`config.mk`:
```
export PLATFORM = sky130hd
export DESIGN_NAME = uart_rx_fifo
export DESIGN_NICKNAME = d
export VERILOG_FILES = /design/src/rtl/uart_pkg.sv /design/src/rtl/uart_sync_fifo.sv /design/src/rtl/uart_rx_fifo.sv
export SDC_FILE = /design/constraint.sdc
export NUM_CORES = 1
export LEC_CHECK = 0
export ABC_CLOCK_PERIOD_IN_PS = 3000
export CELL_PAD_IN_SITES_DETAIL_PLACEMENT = 0
export CELL_PAD_IN_SITES_GLOBAL_PLACEMENT = 2
export CORE_UTILIZATION = 46
export CTS_CLUSTER_SIZE = 30
export DETAILED_ROUTE_END_ITERATION = 16
export PLACE_DENSITY = 0.85
export SLEW_MARGIN = 20
export SYNTH_ARGS = -nofsm -noshare
export SYNTH_HDL_FRONTEND = slang
export SYNTH_HIERARCHICAL = 1
export SYNTH_SLANG_ARGS = --single-unit
export TNS_END_PERCENT = 30
```
`constraint.sdc`:
```
create_clock -name clk -period 3 [get_ports clk]
set_input_delay 0.45 -clock clk [delete_from_list [all_inputs] [get_ports clk]]
set_output_delay 0.45 -clock clk [all_outputs]
set_load 0.03 [all_outputs]
```
`src/rtl/uart_pkg.sv`:
```
// uart_pkg
//   Shared constants for the UART TX, RX and receive-FIFO blocks.
//   DATA_W     : byte width carried by the UART
//   FIFO_DEPTH : default receive FIFO entry count (power of two)
//   CLK_VALUE  : system clock frequency in Hz
//   BAUD       : line rate in bits per second
package uart_pkg;

    localparam int DATA_W       = 8;
    localparam int FIFO_DEPTH   = 16;
    localparam int CLK_VALUE    = 100_000_000;
    localparam int BAUD         = 9600;
    localparam int CLKS_PER_BIT = CLK_VALUE / BAUD;

    // Width of an entry counter able to hold 0..depth inclusive.
    function automatic int level_w(input int depth);
        return $clog2(depth) + 1;
    endfunction

endpackage

```
`src/rtl/uart_sync_fifo.sv`:
```
// uart_sync_fifo
//   Single-clock FIFO: storage, wrapping pointers and the entry count.
//   Decides acceptance of the incoming write and read requests.
//   Ports:
//     clk, rst_n : clock / async active-low reset
//     wr_req     : write request, wr_data is stored when accepted
//     rd_req     : read request
//     wr_acc     : write accepted this cycle (not full, or a read frees a slot)
//     rd_acc     : read accepted this cycle (not empty)
//     head       : entry at the read pointer (valid when not empty)
//     level      : current entry count, empty/full derived from it
module uart_sync_fifo #(
    parameter int DATA_W = uart_pkg::DATA_W,
    parameter int DEPTH  = uart_pkg::FIFO_DEPTH
) (
    input  logic                     clk,
    input  logic                     rst_n,
    input  logic                     wr_req,
    input  logic [DATA_W-1:0]        wr_data,
    input  logic                     rd_req,
    output logic                     wr_acc,
    output logic                     rd_acc,
    output logic [DATA_W-1:0]        head,
    output logic [$clog2(DEPTH):0]   level,
    output logic                     empty,
    output logic                     full
);

    localparam int PW = $clog2(DEPTH);
    localparam int LW = PW + 1;

    logic [DATA_W-1:0] mem [DEPTH];
    logic [PW-1:0]     wptr;
    logic [PW-1:0]     rptr;

    assign empty  = (level == '0);
    assign full   = (level == LW'(DEPTH));
    assign rd_acc = rd_req & ~empty;
    // A read in the same cycle frees the slot, so a full FIFO still takes it.
    assign wr_acc = wr_req & (~full | rd_acc);
    assign head   = mem[rptr];

    // Storage is not reset; only pointers/level define what is valid.
    always_ff @(posedge clk) begin
        if (wr_acc) mem[wptr] <= wr_data;
    end

    // DEPTH is a power of two, so plain increment wraps DEPTH-1 -> 0.
    always_ff @(posedge clk or negedge rst_n) begin
        if (!rst_n) begin
            wptr  <= '0;
            rptr  <= '0;
            level <= '0;
        end else begin
            if (wr_acc) wptr <= wptr + 1'b1;
            if (rd_acc) rptr <= rptr + 1'b1;
            case ({wr_acc, rd_acc})
                2'b10:   level <= level + 1'b1;
                2'b01:   level <= level - 1'b1;
                default: level <= level;
            endcase
        end
    end

endmodule

```
`src/rtl/uart_rx_fifo.sv`:
```
// uart_rx_fifo
//   Buffers bytes from a UART receiver. One write per rising edge of
//   rx_flag, registered read data with a one-cycle valid pulse, and a
//   sticky overflow flag for bytes dropped while full.
//   Ports:
//     clk, rst_n       : clock / async active-low reset
//     rx_data, rx_flag : received byte and frame-complete level
//     rd_en            : consumer read request
//     rd_data,rd_valid : byte for an accepted read, valid pulse one cycle later
//     empty, full      : FIFO holds 0 / DEPTH entries
//     level            : entry count
//     overflow,clr_ovf : sticky drop flag and its synchronous clear
module uart_rx_fifo #(
    parameter int DATA_W = uart_pkg::DATA_W,
    parameter int DEPTH  = uart_pkg::FIFO_DEPTH
) (
    input  logic                     clk,
    input  logic                     rst_n,
    input  logic [DATA_W-1:0]        rx_data,
    input  logic                     rx_flag,
    input  logic                     rd_en,
    output logic [DATA_W-1:0]        rd_data,
    output logic                     rd_valid,
    output logic                     empty,
    output logic                     full,
    output logic [$clog2(DEPTH):0]   level,
    output logic                     overflow,
    input  logic                     clr_ovf
);

    logic              rx_flag_q;
    logic              wr_req;
    logic              wr_acc;
    logic              rd_acc;
    logic [DATA_W-1:0] head;

    assign wr_req = rx_flag & ~rx_flag_q;

    uart_sync_fifo #(
        .DATA_W (DATA_W),
        .DEPTH  (DEPTH)
    ) u_fifo (
        .clk     (clk),
        .rst_n   (rst_n),
        .wr_req  (wr_req),
        .wr_data (rx_data),
        .rd_req  (rd_en),
        .wr_acc  (wr_acc),
        .rd_acc  (rd_acc),
        .head    (head),
        .level   (level),
        .empty   (empty),
        .full    (full)
    );

    // rx_flag_q resets high so a flag already high at reset release is
    // not mistaken for a new frame.
    always_ff @(posedge clk or negedge rst_n) begin
        if (!rst_n) begin
            rx_flag_q <= 1'b1;
            rd_valid  <= 1'b0;
            rd_data   <= '0;
            overflow  <= 1'b0;
        end else begin
            rx_flag_q <= rx_flag;
            rd_valid  <= rd_acc;
            if (rd_acc) rd_data <= head;
            // A drop in the same cycle as a clear leaves the flag set.
            if (wr_req & ~wr_acc) overflow <= 1'b1;
            else if (clr_ovf)     overflow <= 1'b0;
        end
    end

endmodule
```
; ---- After elaboration in Yosys (flattened, before gate mapping)
; Memories as Yosys holds them, arrays and structs flattened. A register that Yosys moved wholly into a read port is not among the register bits.
; Cells that the tools add are included.
[word_totals]
register_bits = 16
ram_bits = 128
inputBits = 13
output_inout_bits = 17
memories = 1
[op_classes]
addsub = 4
n_eq_ne = 3
muxes = 5
bitwise = 9
n_reduce_logical = 4
[memory_table]
columns = memory, words, width, rd, rd_clocked_by_memory_dff, write_ports, line
row1 = u_fifo.mem, 16, 8, 1, 1, 1, uart_sync_fifo.sv:32  ; logic [DATA_W-1:0] mem [DEPTH];
[ops]
columns = cell, n
row1 = one-hot mux 5 bit (2 select lines), 1
row2 = adder 4 x 1 -> 4 bit (second input constant), 2
row3 = adder 5 x 1 -> 5 bit (second input constant), 1
row4 = equality test 5 bit (second input constant), 1
row5 = zero test 5 bit, 1
row6 = subtractor 5 x 1 -> 5 bit (second input constant), 1
row7 = AND 1 bit, 4
row8 = 2-to-1 mux 1 bit, 4
row9 = NOT 1 bit, 4
row10 = nonzero test 2 bit, 2
row11 = equality test 2 x 1 -> 1 bit (second input constant), 1
row12 = equality test 2 bit (second input constant), 1
row13 = zero test 1 bit, 1
row14 = bitwise OR 1 bit, 1

; ---- Logic depth before layout (Yosys ltp)
; Gate-level depths: netlist (run 1).
[depth]
depth_word = 8
mapped_depth = 11
depth_no_buf = 10

; ---- Hierarchy
; Netlist (run 1), hierarchy kept.
[modules_own_cells]
columns = mod, instances, cells_each, area_each_um2, seq_area_each_um2
row1 = uart_sync_fifo, 1, 307, 5795.6, 4169.0
row2 = uart_rx_fifo, 1, 24, 430.4, 276.5

; ---- Least setup slack after synthesis (run 1)
; No wires, ideal clock.
[synth_path]
path_kind = register -> register
from = register u_fifo.level[1]
to = register u_fifo.level[4]
t_arrival_ns = 2.734
t_required_ns = 2.932
path_slack_ns = 0.197
path_stages_with_launch = 12
period_less_slack_ns = 2.803
path_cell_list = dfrtp_1 or4_4 buf_6 o21ai_4 inv_1 nand2b_1 inv_1 ha_1 o21ai_0 a2111o_1 o211a_1 nand3_1
[synth_via]
elab_chain_cells = 7
word_cells_on_any_way = 13
classes_between = add/sub (2) / eq/ne (3) / mux (1) / bitwise (5) / reduce/logical (2)
[synth_rtl]
columns = item, line
row1 = "start, declared", uart_sync_fifo.sv:24  ; output logic [$clog2(DEPTH):0] level,
row2 = "start signal, assigned", uart_sync_fifo.sv:58  ; 2'b10: level <= level + 1'b1;
row3 = "start signal, assigned", uart_sync_fifo.sv:59  ; 2'b01: level <= level - 1'b1;
row4 = "start signal, assigned", uart_sync_fifo.sv:60  ; default: level <= level;
row5 = zero test 5 bit (*), uart_sync_fifo.sv:36  ; assign empty = (level == '0);
row6 = NOT 1 bit (*), uart_sync_fifo.sv:38  ; assign rd_acc = rd_req & ~empty;
row7 = AND 1 bit (*), uart_sync_fifo.sv:38
row8 = via rd_acc, uart_rx_fifo.sv:34  ; logic rd_acc;
row9 = bitwise OR 1 bit, uart_sync_fifo.sv:40  ; assign wr_acc = wr_req & (~full | rd_acc);
row10 = AND 1 bit, uart_sync_fifo.sv:40
row11 = equality test 2 x 1 -> 1 bit / equality test 2 bit (equally long branches), uart_sync_fifo.sv:57  ; case ({wr_acc, rd_acc})
row12 = one-hot mux 5 bit (2 select lines) / nonzero test 2 bit (equally long branches), -
; Mark *: on every way through the listed nets, which the timed path passes. The rest lies on a longest branch.
; A chain may end at the register's enable or synchronous reset.

; ---- Worst setup path in the final report (run 1)
[layout_path]
from = register u_fifo.level[1]
to = output empty
[layout_via]
elab_chain_cells = 1
[layout_rtl]
columns = item, line
row1 = zero test 5 bit, uart_sync_fifo.sv:36
row2 = "end, declared", uart_rx_fifo.sv:24  ; output logic empty,
; No other way between the ends.

==> results.cfg, run 1 <==
[timing]
maxSlewHeadroom_pct = 47.20
rsz0062_at_grt = false
post-route-min-period_ns = 2.814
fin_crit_sh_pct = 93.82
slew_violations = 0
finalSetupTns_ns = 0
max_freq_mhz = 355.3
fin_ws_ns = 0.1855
setup_viol = 0
fin_worst_skew_ns = 0.007047
tightest_slew_ns = 0.7891
hold_viol = 0

[die]
start_util_pct = 47.01
fp.dieArea_sq_um = 14000
die_y_microns = 118.3
core_sq_um = 13240
rows = 42
ios = 30
die_x_microns = 118.3

[logic_synthesis]
ys.flop_type = edfxtp_1
ys_seq_area_share_pct = 71.40
avgSynthCellArea_sq_um = 18.81
yosysTopAreaCell = edfxtp_1
yosysMostFrequentCell = edfxtp_1
syn_area_sq_um = 6226
ys_seq_elements = 152
synth_area_leaders = edfxtp_1 62%, mux4_2 12%, dfrtp_1 9.2%
yosysWarnings = 6
synth_nets = 353
synth_top_area_share_pct = 61.74
synthDistinctLibCells = 42
synth_edf_count = 128
synth-async-reset-ratio_pct = 15.79
synth_common_cells = 128 x edfxtp_1, 32 x mux4_2, 23 x dfrtp_1
netlist_instances = 331

[clock_network]
clock-root-buffer = clkbuf_16
clk_pin_slew_ns = 0.06
clock_latency_ns = 0.41
ctsHoldBuffers = 0
cts_num_sinks = 152
cts_setup_buffers = 0
cts_repair_resize_count = 0
cts_tree = built
clock_path_buffers = 2
cts_buffers = 17
h-tree-depth = 4

[power_and_ir_drop]
powerDensity_nw_per_um2 = 956.1
vdd_drop_max_v = 0.0005648
power_mw = 7.012
p_leak_nw = 2.548

[critical_path]
cp_slowest_stage_delay_ns = 0.70
cp-end-kind = output pin
crit_chain = or4_4, nor2_1, clkdlybuf4s50_1
cp_slowest_cell = clkdlybuf4s50_1
cp_max_fo = 9
r2r_cells = 10
worstPathArrival_ns = 2.36
cp_data_required_time_ns = 2.55
path_class = register to output pin
critPathLaunchType = register

[routing]
vias = 3062
postRouteAntennaNets = 0
first_pass_iters = 11
vias_per_cell = 5.429
wl_met1_microns = 5058
dr.first_iter.drc_count = 305
highest_layer = met4
wire_per_inst_microns = 20.47
wl_met2_microns = 5861
wl_met3_microns = 469
drt_wl_total_microns = 11550
drcViolationCount = 1

[global_routing]
grt_max_degree = 35
grt_antenna_before_repair = 0
grt_usage_pct = 18.34
grt_pass1_vias = 3184
grt_pass1_wl_microns = 18220
gr-total-overflow = 0

[cells_and_area]
area_growth_syn_to_layout_pct = 17.81
ff_latch_area_sq_um = 4447
nFillCells = 1042
drive_gt1_share_pct = 22.16
final_nets = 397
multiInputGateArea_sq_um = 1667
insertedDiodeCount = 0

[run]
cap_violations = 0

[worst_hold_path]
hold_path.class = input pin to asynchronous set/reset pin

[placement]
dp_hpwl_microns = 7349
post-place-ws_ns = 0.2600
portBuffers = 29
globalplace.congestion = 0.7484

[outcome]
status = finished with violations
violations = DRC
## cell usage in the layout, fill, tap and decap left out, types with 5 or more instances in the layout
cell type        instances
a22oi_1                 16
nor2b_1                  5
nor2_1                   9
edfxtp_1               128
dfrtp_1                 22
clkbuf_16               17
nand2_1                 14
mux2_4                   9
mux4_2                  32
inv_1                   10
clkdlybuf4s50_1         29
and2_1                  13
ha_1                     8
xnor2_1                  8
buf_4                   11
## state kept, by name, summed over array words and instances (netlist names)
register      flops
rd_data           8
overflow          1
u_fifo/wptr       4
rd_valid          1
u_fifo/level      5
rx_flag_q         1
u_fifo/mem      128
u_fifo/rptr       4
## report_power, final
part,total (mW),switching [mW],internal (mW)
clock network,2.10,0.758,1.34
registers,2.73,0.190,2.54
logic,2.18,1.13,1.05
total,7.01,2.08,4.93
## final cells by class
type	instances	area share [%]
clock buffers	23	6.380
repair buffers	40	5.084
multi-input cells	154	22.72
inverters	10	0.5118
flip-flops and latches	152	60.63
clock inverters	9	1.672
well taps	176	3.002
## layer usage
metal,GRT usage [%],vias up
met3,4.488,10
met1,24.16,1568
li1,-,1402
met4,7.532,0
met2,29.30,82
met5,0,-
## per-stage QoR
stage | hold WS (ns) | util [%] | instances | cell area, sq um
global placement | 0.4716 | 50.93 | 532 | 6744
detailed placement | 0.4678 | 50.93 | 532 | 6744
floorplan | 0.1544 | - | 331 | 6226
global route | 0.4298 | 55.39 | 564 | 7335
CTS | 0.4155 | 55.39 | 564 | 7335
finish | 0.4142 | 55.39 | 564 | 7335
## worst paths after layout
check                                             from                     endpoint  slack (ns)
min in group clk                               rx_flag          rx_flag_q$_DFF_PN1_        0.47
max                        u_fifo/level[1]$_DFFE_PN0P_                        empty        0.19
max in group asynchronous                        rst_n          rx_flag_q$_DFF_PN1_        2.27
max reg2reg                u_fifo/level[1]$_DFFE_PN0P_  u_fifo/level[4]$_DFFE_PN0P_        0.30
min reg2reg                 u_fifo/rptr[1]$_DFFE_PN0N_   u_fifo/rptr[1]$_DFFE_PN0N_        0.49
min                                              rst_n       rd_data[7]$_DFFE_PN0P_        0.41
## cells by family (layout without fill, tap and decap cells)
family	Yosys count	in the layout	synth area share (%)
simple gates	59	59	5.004
compound gates	32	32	3.979
mux	44	44	14.45
fa+ha+maj	9	9	1.929
buf+inv	25	82	1.829
flops	152	152	71.40
xor+xnor	10	10	1.407
## critical path, delay by kind of cell (launching register included)
kind	cells	cell delay, ns
simple gates	2	0.83
flops	1	0.42
buf+inv	1	0.70
Power figures use the tool's default switching activity.
==> run 2: changes to the inputs <==
--- a/config.mk
+++ b/config.mk
@@ -11,6 +11,7 @@
 export CORE_UTILIZATION = 46
 export CTS_CLUSTER_SIZE = 30
 export DETAILED_ROUTE_END_ITERATION = 16
+export GPL_ROUTABILITY_DRIVEN = 0
 export PLACE_DENSITY = 0.85
 export SLEW_MARGIN = 20
 export SYNTH_ARGS = -nofsm -noshare
==> results of run 2 <==
The final DEF is identical to that of run 1; final timing and power are the same.
